--- config.mk ---
export PLATFORM = sky130hd
export DESIGN_NAME = frame_buf_tx_scheduler
export DESIGN_NICKNAME = d
export VERILOG_FILES = /design/src/rtl/fb_pkg.sv /design/src/rtl/fb_bank_ctrl.sv /design/src/rtl/frame_buf_tx_scheduler.sv
export SDC_FILE = /design/constraint.sdc
export NUM_CORES = 1
export LEC_CHECK = 0
export CAP_MARGIN = 20
export CORE_MARGIN = 3
export CORE_UTILIZATION = 51
export DETAILED_ROUTE_END_ITERATION = 10
export PLACE_DENSITY = 0.84
export RECOVER_POWER = 100
export SETUP_SLACK_MARGIN = 0.5
export SYNTH_ARGS = -nofsm -noshare
export SYNTH_HDL_FRONTEND = slang
export SYNTH_SLANG_ARGS = --single-unit
export TNS_END_PERCENT = 5
--- constraint.sdc ---
create_clock -name clk -period 4.35 [get_ports clk]
set_input_delay 0.87 -clock clk [delete_from_list [all_inputs] [get_ports clk]]
set_output_delay 0.87 -clock clk [all_outputs]
set_load 0.02 [all_outputs]
--- src/rtl/fb_pkg.sv ---
// Shared frame-buffer definitions: frame geometry, sync header bytes and the
// readout scheduler state type. The pixel packer imports FRAME_BYTES from here too.
package fb_pkg;

  localparam int FRAME_BYTES = 5100;
  localparam int FB_ADDR_W   = $clog2(FRAME_BYTES);

  localparam logic [7:0] SYNC0 = 8'hA5;
  localparam logic [7:0] SYNC1 = 8'h5A;

  typedef enum logic [2:0] {
    IDLE,
    ARM,
    HDR0,
    HDR1,
    FETCH,
    LATCH,
    SEND,
    DONE
  } fb_state_t;

  // Banks may only swap while no readout owns the read bank.
  function automatic logic banks_locked(input fb_state_t s);
    return !((s == IDLE) || (s == ARM));
  endfunction

endpackage

--- src/rtl/fb_bank_ctrl.sv ---
// Ping-pong bank ownership: swaps banks on unlocked frame ticks and counts
// frames the packer completed while a readout held the banks (saturating).
module fb_bank_ctrl (
  input  logic       clk,
  input  logic       reset,
  input  logic       tick,
  input  logic       lock,
  input  logic       arm,
  output logic       wr_bank,
  output logic       rd_bank,
  output logic       swap,
  output logic       start,
  output logic [7:0] drop_cnt
);

  assign swap  = tick && !lock;
  assign start = swap && arm;

  always_ff @(posedge clk) begin
    if (reset) begin
      wr_bank  <= 1'b0;
      rd_bank  <= 1'b1;
      drop_cnt <= 8'd0;
    end else if (swap) begin
      wr_bank <= ~wr_bank;
      rd_bank <= wr_bank;
    end else if (tick && (drop_cnt != 8'hFF)) begin
      drop_cnt <= drop_cnt + 8'd1;
    end
  end

endmodule

--- src/rtl/frame_buf_tx_scheduler.sv ---
// Streams the completed frame-buffer bank to the UART TX on host request.
// Define FRAME_HDR_EN to prefix each frame with the sync bytes A5,5A.
//
// state | meaning
// IDLE  | waiting for start_req; frame ticks still swap banks
// ARM   | start accepted, waiting for the next completed frame
// HDR0  | offering sync byte A5 (FRAME_HDR_EN only)
// HDR1  | offering sync byte 5A (FRAME_HDR_EN only)
// FETCH | BRAM read issued for addr
// LATCH | read data captured into tx_data
// SEND  | payload byte offered to the UART
// DONE  | one-cycle done pulse, then back to IDLE
module frame_buf_tx_scheduler
  import fb_pkg::*;
#(
  parameter int FRAME_BYTES = fb_pkg::FRAME_BYTES,
  parameter int ADDR_W      = $clog2(FRAME_BYTES)
) (
  input  logic              clk,
  input  logic              reset,
  input  logic              wr_frame_tick,
  input  logic              start_req,
  output logic              wr_bank,
  output logic              rd_bank,
  output logic              rd_en,
  output logic [ADDR_W-1:0] rd_addr,
  input  logic [7:0]        rd_data,
  output logic [7:0]        tx_data,
  output logic              tx_valid,
  input  logic              tx_ready,
  output logic              busy,
  output logic              done,
  output logic [7:0]        drop_cnt
);

  localparam logic [ADDR_W-1:0] LAST_ADDR = ADDR_W'(FRAME_BYTES - 1);

  fb_state_t         state;
  logic [ADDR_W-1:0] addr;
  logic              swap;
  logic              start;

  fb_bank_ctrl u_bank_ctrl (
    .clk      (clk),
    .reset    (reset),
    .tick     (wr_frame_tick),
    .lock     (banks_locked(state)),
    .arm      (state == ARM),
    .wr_bank  (wr_bank),
    .rd_bank  (rd_bank),
    .swap     (swap),
    .start    (start),
    .drop_cnt (drop_cnt)
  );

  always_ff @(posedge clk) begin
    if (reset) begin
      state    <= IDLE;
      addr     <= '0;
      rd_en    <= 1'b0;
      rd_addr  <= '0;
      tx_data  <= 8'd0;
      tx_valid <= 1'b0;
      busy     <= 1'b0;
      done     <= 1'b0;
    end else begin
      rd_en <= 1'b0;
      done  <= 1'b0;
      case (state)
        IDLE: begin
          // A tick arriving with start_req swaps here but is not the frame we send.
          if (start_req) begin
            busy  <= 1'b1;
            state <= ARM;
          end
        end
        ARM: begin
          if (start) begin
            addr <= '0;
`ifdef FRAME_HDR_EN
            tx_data  <= SYNC0;
            tx_valid <= 1'b1;
            state    <= HDR0;
`else
            rd_en   <= 1'b1;
            rd_addr <= '0;
            state   <= FETCH;
`endif
          end
        end
`ifdef FRAME_HDR_EN
        HDR0: begin
          if (tx_ready) begin
            tx_data <= SYNC1;
            state   <= HDR1;
          end
        end
        HDR1: begin
          if (tx_ready) begin
            tx_valid <= 1'b0;
            rd_en    <= 1'b1;
            rd_addr  <= addr;
            state    <= FETCH;
          end
        end
`endif
        FETCH: state <= LATCH;
        LATCH: begin
          tx_data  <= rd_data;
          tx_valid <= 1'b1;
          state    <= SEND;
        end
        SEND: begin
          if (tx_ready) begin
            tx_valid <= 1'b0;
            if (addr == LAST_ADDR) begin
              done  <= 1'b1;
              state <= DONE;
            end else begin
              addr    <= addr + 1'b1;
              rd_en   <= 1'b1;
              rd_addr <= addr + 1'b1;
              state   <= FETCH;
            end
          end
        end
        DONE: begin
          busy  <= 1'b0;
          state <= IDLE;
        end
        default: state <= IDLE;
      endcase
    end
  end

endmodule

==> results.py, run 1 <==
metrics = {
    "sta": {
        "hold_viol_final": 0,
        "finalMaxSlewViolations": 0,
        "rsz0062_at_grt": "false",
        "period_minus_slack_ns": 2.746,
        "setup_tns_ns": 0,
        "skew_ns": 0.01077,
        "clock.fmax_mhz": 364.1,
        "setup_viol": 0,
        "holdWs_ns": 0.4613,
        "slew_headroom_pct": 43.97,
        "worstMarginPinSlew_ns": 0.8377,
        "fin_crit_sh_pct": 63.14,
    },
    "global_routing": {
        "grt_antenna_before_repair": 0,
        "grt_pass1_vias": 1505,
        "grt_max_degree": 24,
        "grt_usage_pct": 20.69,
        "grt_pass1_wl_um": 6817,
        "gr-total-overflow": 0,
    },
    "synth": {
        "syn_inst": 209,
        "synth_async_sr_flop_share_pct": 0,
        "ys_top_cells_by_area": "dfxtp_1 43%, a21oi_1 5.6%, nor2_1 5.3%, nand3_1 4.8%, nand2_1 4.0%",
        "syn-cell-area_sq_mm": 0.001778,
        "synth-seq-cells": 38,
        "synth_flop_cell": "dfxtp_1",
        "yosys_warnings": 0,
        "synth_area_per_cell_sq_um": 8.507,
        "synth_edf_count": 0,
        "synth_fp_nets": 224,
        "yosysMostFrequentCell": "dfxtp_1",
        "synth_cell_type_count": 48,
        "seq_area_frac_synth_pct": 42.79,
        "netlist_top_cells_count": "38 x dfxtp_1, 25 x nor2_1, 20 x a21oi_1, 19 x nand2_1, 17 x nand3_1",
        "synth_largest_area_cell": "dfxtp_1",
        "yosysTopAreaCellShare_pct": 42.79,
    },
    "detailed_routing": {
        "avgRoutedWirePerCell_um": 13.50,
        "route.detailed.drc": 0,
        "viasPerCell": 5.628,
        "drt-initial-drc-count": 167,
        "wirelength_um": 4024,
        "drt_pre_antenna_iters": 4,
        "via_count": 1677,
        "postRouteAntennaNets": 0,
    },
    "die": {
        "die_x_um": 65.05,
        "die-area_sq_mm": 0.004231,
        "die_height_um": 65.05,
        "initial_core_util_pct": 55.94,
        "io_pins": 48,
        "core-area_sq_mm": 0.003178,
        "row_count": 20,
    },
    "clock_network": {
        "cts_resized": 0,
        "postCtsSetupBuffers": 0,
        "cts-buffers-inserted": 5,
        "htree_num_levels": 2,
        "ctsHoldBuffers": 0,
        "root_buffer": "clkbuf_4",
        "cts.path.max_buffers": 2,
        "clk_latency_ns": 0.35,
        "cts_tree": "done",
        "cts_sinks": 38,
        "clkSlewWorstSetupHoldPaths_ns": 0.11,
    },
    "place": {
        "placed_area_sq_mm": 0.002258,
        "portBuffers": 47,
        "routabilityCongestion": 0.8597,
        "dp_hpwl_um": 2871,
    },
    "pwr": {
        "ir_drop_v": 0.0002832,
        "total_leakage_power_nw": 0.9343,
        "power_density_mw_per_mm2": 267.9,
    },
    "worst_setup_path": {
        "worst_setup_path_start_kind": "primary input",
        "worstSetupPathType": "in -> reg",
        "cp-end-kind": "register",
        "required_ns": 4.60,
        "cp.arrival_ns": 3.00,
        "crit_fanout": 23,
    },
    "final_layout": {
        "utilization_pct": 72.40,
        "antenna_cells": 0,
        "nNetsFinal": 268,
        "syn_to_final_growth_pct": 29.42,
        "finalInstanceArea_sq_mm": 0.002301,
        "drive_gt1_share_pct": 5.512,
    },
    "run": {
        "max_cap_viol_count": 0,
    },
    "status": {
        "status": "finished, final reports clean",
    },
    "hold_path": {
        "hold_path_class": "reg -> reg",
    },
}
[flip-flops by register name, summed over array words and instances (netlist names)]
signal	count
addr	13
tx_data	8
u_bank_ctrl.drop_cnt	8
state	3
busy	1
done	1
rd_en	1
tx_valid	1
u_bank_ctrl.rd_bank	1
u_bank_ctrl.wr_bank	1
[final cells by class]
cell class / instances / area, sq um
clock inverters: 1 / 5.005
flip-flops and latches: 38 / 760.7
repair buffers: 48 / 474.2
inverters: 1 / 3.754
multi-input cells: 159 / 947.2
clock buffers: 7 / 55.05
fillers: 277 / 877.1
well taps: 44 / 55.05
[power breakdown]
part	total, mW	internal (mW)	switching, mW
registers	0.365	0.355	0.00932
logic	0.0633	0.0294	0.0339
clock network	0.189	0.0783	0.110
[metrics by stage]
| step | power [mW] | setup WS, ns | cells |
|---|---|---|---|
| 6_report | 0.6164 | 1.604 | 298 |
| 3_3_place_gp | 0.4380 | 1.701 | 290 |
| 5_1_grt | 0.6539 | 1.495 | 298 |
| 2_1_floorplan | 0.4104 | 2.559 | 209 |
| 3_5_place_dp | 0.4395 | 1.683 | 290 |
| 4_1_cts | 0.6254 | 1.972 | 298 |
[cell families (layout without fill, tap and decap cells)]
group | Yosys count | after routing | synth area share (%)
simple gates | 99 | 99 | 30.75
compound gates | 48 | 48 | 16.61
flops | 38 | 38 | 42.79
buf+inv | 12 | 57 | 3.166
xor+xnor | 7 | 7 | 3.448
mux | 3 | 3 | 1.830
fa+ha+maj | 2 | 2 | 1.407
[cells in the final DEF (no fill, tap or decap), types with 2 or more instances in the layout]
cell / n
dlygate4sd3_1: 38
clkbuf_1: 2
nand2_1: 20
mux2_2: 2
nor2_1: 25
xor2_1: 5
or3_1: 2
or3b_1: 2
nor3b_1: 3
nand3_1: 17
clkbuf_4: 5
a21oi_1: 20
xnor2_1: 2
and3_1: 4
clkdlybuf4s50_1: 9
dfxtp_1: 38
a31oi_1: 5
nand4_1: 4
a41oi_1: 2
o21ai_0: 12
a32oi_1: 2
nor2b_1: 7
ha_1: 2
nor3_1: 3
[final timing paths]
kind	from	endpoint	slack (ns)	cells past startpoint
min reg2reg	tx_data[1]	tx_data[1]	0.46	2
max reg2reg	state[2]	addr[12]	2.12	4
min	tx_data[1]	tx_data[1]	0.46	2
max	reset	u_bank_ctrl.drop_cnt[7]	1.60	4
[layer usage]
layer | global-route usage, % | wire (um) | vias to the layer above
li1 | - | - | 845
met1 | 25.11 | 1716 | 772
met2 | 33.46 | 2020 | 54
met3 | 7.626 | 234 | 6
met4 | 7.513 | 53 | 0
met5 | 0 | 0 | -
[worst max-delay path, stage by stage]
cell           delay [ns]
dlygate4sd3_1        1.08
clkbuf_1             0.66
nor2b_1              0.10
mux2_2               0.28
Note: power is estimated with default switching activity, not from simulation.
==> run 2, diff against run 1 <==
CORE_UTILIZATION = 43   (was 51)
PLACE_DENSITY = 0.75   (was 0.84)
clock period = 2.4 ns   (was 4.35 ns; I/O delays follow)
==> run 2 against run 1 <==
  * Hold slack lost 0.0055 ns
  * Largest cell class unchanged
  * Register-to-register slack worse by 1.7 ns
  * Largest power group unchanged
  * Global-route usage is 2.8 points lower
  * Highest routed layer unchanged
  * Sequential share of layout area shrank 0.70 points
  * Flip-flop and latch count is the same
  * Clock skew down 0.0067 ns
==> results.py, run 2 (synthesis gave the netlist of run 1 again) <==
metrics = {
    "pwr": {
        "ir_drop_v": 0.0004884,
        "total_leakage_power_nw": 0.9574,
        "power_density_mw_per_mm2": 501.2,
    },
    "final_layout": {
        "antenna_cells": 0,
        "top_register": "addr",
        "final_cell_mix": "37 x dfxtp_1, 37 x dlygate4sd3_1, 25 x nor2_1, 20 x nand2_1, 20 x a21oi_1",
        "drive_gt1_share_pct": 6.178,
        "syn_to_final_growth_pct": 32.44,
        "largest_register_ffs": 13,
        "fin_cells": 307,
        "nNetsFinal": 274,
        "utilization_pct": 61.54,
        "reg.largest.list": "addr (13), tx_data (8), u_bank_ctrl.drop_cnt (8)",
    },
    "detailed_routing": {
        "route.detailed.drc": 0,
        "drt_pre_antenna_iters": 6,
        "drt-initial-drc-count": 102,
        "wirelength_um": 4154,
        "via_count": 1653,
        "postRouteAntennaNets": 0,
        "avgRoutedWirePerCell_um": 13.53,
        "viasPerCell": 5.384,
    },
    "status": {
        "status": "finished, final reports clean",
    },
    "clock_network": {
        "ctsHoldBuffers": 0,
        "root_buffer": "clkbuf_8",
        "cts_sinks": 38,
        "cts.path.max_buffers": 2,
        "cts_tree": "done",
        "postCtsSetupBuffers": 0,
        "clkSlewWorstSetupHoldPaths_ns": 0.07,
        "cts-buffers-inserted": 5,
        "htree_num_levels": 2,
        "clk_latency_ns": 0.28,
    },
    "worst_setup_path": {
        "cp_slowest_cell": "dlygate4sd3_1",
        "crit_path_frequent_cell": "o21ai_0",
        "cp.arrival_ns": 2.18,
        "crit_chain": "dlygate4sd3_1 -> nand4bb_1 -> nand2_1 -> o21ai_0 -> o21ai_0 -> a21oi_1",
        "cp-end-kind": "register",
        "required_ns": 2.56,
        "worstSetupPathType": "in -> reg",
        "cp_slowest_stage_delay_ns": 0.61,
        "crit_fanout": 7,
        "worst_setup_path_start_kind": "primary input",
    },
    "sta": {
        "holdWs_ns": 0.4558,
        "worstMarginPinSlew_ns": 0.6101,
        "fin_crit_sh_pct": 84.25,
        "setup_viol": 0,
        "period_minus_slack_ns": 2.022,
        "hold_viol_final": 0,
        "slew_headroom_pct": 58.90,
        "setup_tns_ns": 0,
        "setup_slack_ns": 0.3781,
        "rsz0062_at_grt": "true",
        "finalMaxSlewViolations": 0,
        "skew_ns": 0.004024,
        "clock.fmax_mhz": 494.6,
    },
    "global_routing": {
        "grt_antenna_before_repair": 0,
        "grt_pass1_vias": 1677,
        "grt_pass1_wl_um": 7286,
        "gr-total-overflow": 0,
        "grt_max_degree": 14,
        "grt_usage_pct": 17.88,
    },
    "die": {
        "row_count": 22,
        "initial_core_util_pct": 46.47,
        "die_x_um": 70.30,
        "die-area_sq_mm": 0.004942,
        "core-area_sq_mm": 0.003826,
        "io_pins": 48,
        "die_height_um": 70.30,
    },
    "place": {
        "pre_cts_ws_ns": 0.3042,
        "place_inst": 300,
        "portBuffers": 47,
        "dp_hpwl_um": 3053,
        "routabilityCongestion": 0.9382,
    },
    "run": {
        "max_cap_viol_count": 0,
    },
    "hold_path": {
        "hold_path_class": "reg -> reg",
    },
}
## run 2: routing by layer
layer	wire [um]	track usage (%)
met2	1917	29.52
met4	58	6.809
met1	1946	22.22
met3	231	4.460
met5	0	0
## run 2: layout make-up
type / count / area (sq um)
fillers: 368 / 1471
well taps: 48 / 60.06
inverters: 1 / 3.754
flip-flops and latches: 38 / 762.0
clock buffers: 7 / 76.32
multi-input cells: 159 / 940.9
repair buffers: 54 / 511.7
## run 2: worst paths after layout
| check | start | endpoint | slack (ns) | depth (start not counted) |
|---|---|---|---|---|
| setup / recovery | wr_frame_tick | addr[12] | 0.38 | 6 |
| hold / removal | tx_data[1] | tx_data[1] | 0.46 | 2 |
| setup reg to reg | addr[1] | addr[12] | 0.39 | 6 |
| hold reg to reg | tx_data[1] | tx_data[1] | 0.46 | 2 |
## run 2: worst max-delay path: cells and delay by family
kind / cells / cell delay [ns]
AND/OR/NAND/NOR: 2 / 0.47
buffers and inverters: 1 / 0.61
AO/OA/AOI/OAI: 3 / 0.61
## run 2: repair_timing
action	4_1_cts	5_1_grt
setup endpoints to repair	0	3
hold endpoints to repair	0	0
resized for setup	0	1
## run 2: power breakdown
group	internal (mW)	total (mW)	switching, mW
combinational	0.0586	0.123	0.0642
sequential	0.644	0.660	0.0155
clock	0.200	0.398	0.198
total	0.903	1.18	0.278
## run 2: per-stage QoR
| step | cell area [sq um] | total power, mW |
|---|---|---|
| 4_1_cts | 2385 | 1.205 |
| 5_1_grt | 2355 | 1.241 |
| 6_report | 2355 | 1.180 |
| 3_3_place_gp | 2308 | 0.8034 |
| 3_5_place_dp | 2308 | 0.8044 |
| 2_1_floorplan | 1778 | 0.7438 |
